### src/rtl/bus_mux_pkg.sv
// rtl/bus_mux_pkg.sv - shared constants and types for the datapath bus multiplexer
package bus_mux_pkg;

    localparam int BUS_DATA_W    = 16;
    localparam int BUS_NARROW_W  = 8;
    localparam int BUS_NUM_SRC   = 8;
    localparam int BUS_SEL_W     = $clog2(BUS_NUM_SRC);

    typedef logic [BUS_SEL_W-1:0] sel_t;

    localparam sel_t SEL_DATAM = sel_t'(0);
    localparam sel_t SEL_INSTM = sel_t'(1);
    localparam sel_t SEL_PC    = sel_t'(2);
    localparam sel_t SEL_R     = sel_t'(3);
    localparam sel_t SEL_S     = sel_t'(4);
    localparam sel_t SEL_T     = sel_t'(5);
    localparam sel_t SEL_U     = sel_t'(6);
    localparam sel_t SEL_AC    = sel_t'(7);

endpackage

### src/rtl/bus_src_extend.sv
// rtl/bus_src_extend.sv - zero-fills one bus source down to its narrow width when flagged narrow
module bus_src_extend #(
    parameter int DATA_W   = 16,
    parameter int NARROW_W = 8,
    parameter bit NARROW   = 1'b0
) (
    input  logic [DATA_W-1:0] word,
    output logic [DATA_W-1:0] ext
);

    // When NARROW_W equals DATA_W the shift yields 0 and the subtraction wraps to all ones.
    localparam logic [DATA_W-1:0] NARROW_KEEP = (DATA_W'(1) << NARROW_W) - DATA_W'(1);
    localparam logic [DATA_W-1:0] KEEP        = NARROW ? NARROW_KEEP : '1;

    assign ext = word & KEEP;

endmodule

### src/rtl/bus_mux_pipe.sv
// rtl/bus_mux_pipe.sv - registered datapath bus multiplexer with stall, select-error flag and debug counters
module bus_mux_pipe
    import bus_mux_pkg::*;
#(
    parameter int              DATA_W      = BUS_DATA_W,
    parameter int              NUM_SRC     = BUS_NUM_SRC,
    parameter int              SEL_W       = $clog2(NUM_SRC),
    parameter int              NARROW_W    = BUS_NARROW_W,
    parameter logic [15:0]     NARROW_MASK = 16'b0000_0111,
    parameter int              CNT_W       = 16
) (
    input  logic                        clk,
    input  logic                        reset,
    input  logic [SEL_W-1:0]            sel,
    input  logic                        sel_valid,
    input  logic                        hold,
    input  logic [NUM_SRC*DATA_W-1:0]   src_data,
    input  logic                        err_clr,
    output logic [DATA_W-1:0]           bus,
    output logic                        bus_valid,
    output logic [SEL_W-1:0]            bus_src,
    output logic                        sel_err,
    output logic [CNT_W-1:0]            xfer_count,
    output logic [CNT_W-1:0]            err_count
);

    generate
        if (NARROW_W > DATA_W || NUM_SRC < 2 || NUM_SRC > 16 || SEL_W < 1) begin : g_bad_params
            $fatal(1, "bus_mux_pipe: illegal parameter combination");
        end
    endgenerate

    localparam logic [SEL_W:0] NUM_SRC_V = NUM_SRC[SEL_W:0];

    logic [DATA_W-1:0] ext [NUM_SRC];
    logic [DATA_W-1:0] mux_word;
    logic              accept;
    logic              legal;

    for (genvar i = 0; i < NUM_SRC; i++) begin : g_src
        bus_src_extend #(
            .DATA_W   (DATA_W),
            .NARROW_W (NARROW_W),
            .NARROW   (NARROW_MASK[i])
        ) u_ext (
            .word (src_data[i*DATA_W +: DATA_W]),
            .ext  (ext[i])
        );
    end

    always_comb begin
        mux_word = '0;
        for (int i = 0; i < NUM_SRC; i++) begin
            if (sel == SEL_W'(i)) begin
                mux_word = ext[i];
            end
        end
    end

    assign accept = sel_valid & ~hold;
    assign legal  = {1'b0, sel} < NUM_SRC_V;

    always_ff @(posedge clk or posedge reset) begin
        if (reset) begin
            bus        <= '0;
            bus_valid  <= 1'b0;
            bus_src    <= '0;
            sel_err    <= 1'b0;
            xfer_count <= '0;
            err_count  <= '0;
        end else begin
            if (accept) begin
                bus_src <= sel;
                if (legal) begin
                    bus        <= mux_word;
                    bus_valid  <= 1'b1;
                    xfer_count <= xfer_count + CNT_W'(1);
                end else begin
                    bus       <= '0;
                    bus_valid <= 1'b0;
                end
            end else if (!hold) begin
                // Idle cycle: bus keeps its last value so late consumers can still sample it.
                bus_valid <= 1'b0;
            end

            if (err_clr) begin
                sel_err   <= 1'b0;
                err_count <= '0;
            end else if (accept && !legal) begin
                sel_err <= 1'b1;
                if (err_count != '1) begin
                    err_count <= err_count + CNT_W'(1);
                end
            end
        end
    end

endmodule
### config.mk
export PLATFORM = sky130hd
export DESIGN_NAME = bus_mux_pipe
export DESIGN_NICKNAME = d
export VERILOG_FILES = /design/src/rtl/bus_mux_pkg.sv /design/src/rtl/bus_src_extend.sv /design/src/rtl/bus_mux_pipe.sv
export SDC_FILE = /design/constraint.sdc
export NUM_CORES = 1
export LEC_CHECK = 0
export ABC_AREA = 1
export BUFFER_PORTS_ARGS = -buffer_cell sky130_fd_sc_hd__buf_2
export CORE_ASPECT_RATIO = 1.5
export CORE_MARGIN = 2
export CORE_UTILIZATION = 34
export CTS_CLUSTER_DIAMETER = 40
export CTS_CLUSTER_SIZE = 25
export DETAILED_ROUTE_END_ITERATION = 12
export GPL_TIMING_DRIVEN = 0
export PLACE_DENSITY_LB_ADDON = 0.25
export SYNTH_ARGS = -nofsm -noshare
export SYNTH_HDL_FRONTEND = slang
export SYNTH_SLANG_ARGS = --single-unit
### constraint.sdc
create_clock -name clk -period 1.7 [get_ports clk]
set_input_delay 0.17 -clock clk [delete_from_list [all_inputs] [get_ports clk]]
set_output_delay 0.17 -clock clk [all_outputs]
set_load 0.005 [all_outputs]
==> results.ini <==
[run_status]
status=completed

[detailed_routing]
drc=0
wl_per_cell_um=11.7
ant_nets=0
dr.pass1.iters=5
wl_um=7370
vias_per_cell=4.59
via_count=2897
drtIter0Drc=78

[critical_path]
slowest_delay_ns=0.40
arrival_ns=1.69
cp.required_ns=1.86
cp_slowest_cell=dfrtp_1
critPathKind=register to register
path_delay_family=simple AND/OR/NAND/NOR gates
crit_path_start_kind=register
end_kind=register
crit_chain=ha_1 -> nand3_1 -> nor2_2 -> nand2_1 -> nor2_2 -> nand4_1 -> xor2_1
worst-path-max-fanout=4
crit_top_cell=nor2_2
path_buf_inv=0

[clock_tree]
cts_hold_buf=0
cts.sink_count=36
clockBufferDepth=2
cts_tree=built
htreeDepth=2
root_buffer=clkbuf_8
clk_latency_ns=0.28
cts_buffers=5
cts_setup_buffers=0
clkTransAtPathRegs_ns=0.07

[global_routing]
grt_usage_pct=18.4
grt_pass1_vias=2748
grt_pass1_wl_um=11700
antenna_found_initial=0
grt_max_degree=37
gr-total-overflow=0

[sta]
finalSetupViolCount=0
slew_viol_final=0
fin_worst_skew_ns=0.00515
tns_ns=0
finalHoldViolCount=0
slew_headroom_pct=49.7
rsz0062_at_grt=false
period_share_pct=90.2
period_needed_ns=1.53
tightest_slew_ns=0.754
clock.fmax_mhz=652
worst_hold_slack_ns=0.0109

[logic_synthesis]
synth_area_leaders=dfrtp_1, nand2_1, nand4_1
synth_top_flop_cell=dfrtp_1
synth_edf_count=0
synth_top_area_share_pct=36.1
netlist_area_um2=2500
avgSynthCellArea_um2=6.92
synth-warning-count=0
synth-seq-area-share_pct=36.1
synth_cells=361
ys_seq_elements=36
synth-async-reset-ratio_pct=100
yosysTopAreaCell=dfrtp_1
ys_types=25

[place]
dp_hpwl_um=6250
dp.cells=623
portBuffers=146
place_congestion=0.844

[floorplan]
start_util_pct=34.8
die-width_um=74.0
core_um2=7180
rows=38
die_area_um2=8070
dieHeight_um=109
io_pins=189

[power]
power_density_nw_per_um2=710
irDropWorstVdd_v=0.000384
p_leak_nw=1.97
p_total_mw=2.49

[finish]
fin_cells=631
layout-drive-gt1-share_pct=36.5
area_delta_synth_final_pct=40.5
fillers=747
antenna_cells=0
finalNetCount=667

[worst_hold_path]
hp-class=input port to async pin

[flow_run]
drv_cap=0

power breakdown:
group | switching [mW] | total (mW) | internal (mW) | leakage [nW]
registers | 0.122 | 1.12 | 1.00 | 0.456
clock network | 0.275 | 0.606 | 0.330 | 0.0455
logic | 0.391 | 0.764 | 0.373 | 1.47
total | 0.789 | 2.49 | 1.70 | 1.97
final timing paths:
| check | start | end | slack [ns] | cells past startpoint |
|---|---|---|---|---|
| worst max-delay path | xfer_count[0] | xfer_count[14] | 0.17 | 7 |
| worst min-delay path | reset | bus[7] | 0.01 | 2 |
| min in group clk | hold | bus_valid | 0.13 | 3 |
| max in group asynchronous | reset | bus[12] | 1.20 | 2 |
| worst min register to register | bus[1] | bus[1] | 0.48 | 2 |
| worst max register to register | xfer_count[0] | xfer_count[14] | 0.17 | 7 |
Yosys cell counts, types with 3 or more instances:
cell and instances:
a21oi_1 18, buf_2 4, buf_4 20, buf_6 3, clkbuf_1 4, dfrtp_1 36, inv_1 25, inv_2 3
nand2_1 112, nand3_1 21, nand4_1 28, nor2_1 46, nor3_1 4, nor3_4 3, o21ai_0 4, o21ai_1 8
xnor2_1 7, xor2_1 5
worst reg2reg max path: cells and delay by family (launching register included):
kind                       cells  cell delay [ns]
and+or+nand+nor                5             0.67
DFF                            1             0.40
adders and majority gates      1             0.19
xor gates and xnor gates       1             0.15
layer usage:
metal,wire length [um],GRT usage (%),up-vias
met4,161,7.92,0
met2,3890,34.6,123
met1,2840,19.2,1290
met3,485,3.60,11
met5,0,0,-
li1,-,-,1473
stage by stage:
stage / utilization [%] / cell area [um^2] / setup WS [ns]
final: 48.9 / 3510 / 0.167
after global routing: 48.9 / 3510 / 0.00217
after CTS: 48.8 / 3500 / 0.0735
after detailed placement: 47.6 / 3410 / 0.0945
after global placement: 47.6 / 3410 / 0.0976
after floorplan: - / 2560 / 0.273
sequential cells by signal, indices dropped and copies added, names as in the netlist:
signal / count
bus_valid: 1
xfer_count: 16
bus: 16
bus_src: 3
layout by cell type (no fill, tap or decap):
cell	instances
nor3_1	4
clkbuf_1	6
clkbuf_8	6
nand3_1	21
dfrtp_1	36
inv_1	24
nor3_4	3
o21bai_1	1
o21ai_0	4
nand3b_1	1
nand2_1	112
buf_2	150
nor2_1	44
conb_1	17
a21oi_1	18
inv_2	4
ha_1	1
nor2_2	4
xor2_1	5
xnor2_1	7
o21ai_1	8
buf_4	20
nand4_1	28
nor3_2	2
inv_4	2
buf_6	3
layout make-up:
type                            instances  area, um^2  area share [%]
Timing Repair Buffer                  146         731            20.8
Sequential cell                        36         901            25.7
Clock buffer                            8        90.1            2.57
Inverter                               30         118            3.35
Multi-Input combinational cell        280        1330            37.8
Buffer                                 31         219            6.24
Tap cell                              100         125            3.57
repair_timing:
item,CTS,global route
resized for setup,0,2
endpoints found under the setup margin,0,2
endpoints found under the hold margin,0,0
logic make-up (layout without fill, tap and decap cells):
kind of cell               count (synthesis)  count (layout)  synth area share, %
other                                      1              17                0.150
and+or+nand+nor                          219             219                 39.3
xor gates and xnor gates                  12              12                 4.21
AOI/OAI and AO/OA                         31              31                 6.31
adders and majority gates                  1               1                0.501
DFF                                       36              36                 36.1
buffers and inverters                     61             215                 13.5
Note: power is estimated with default switching activity, not from simulation.
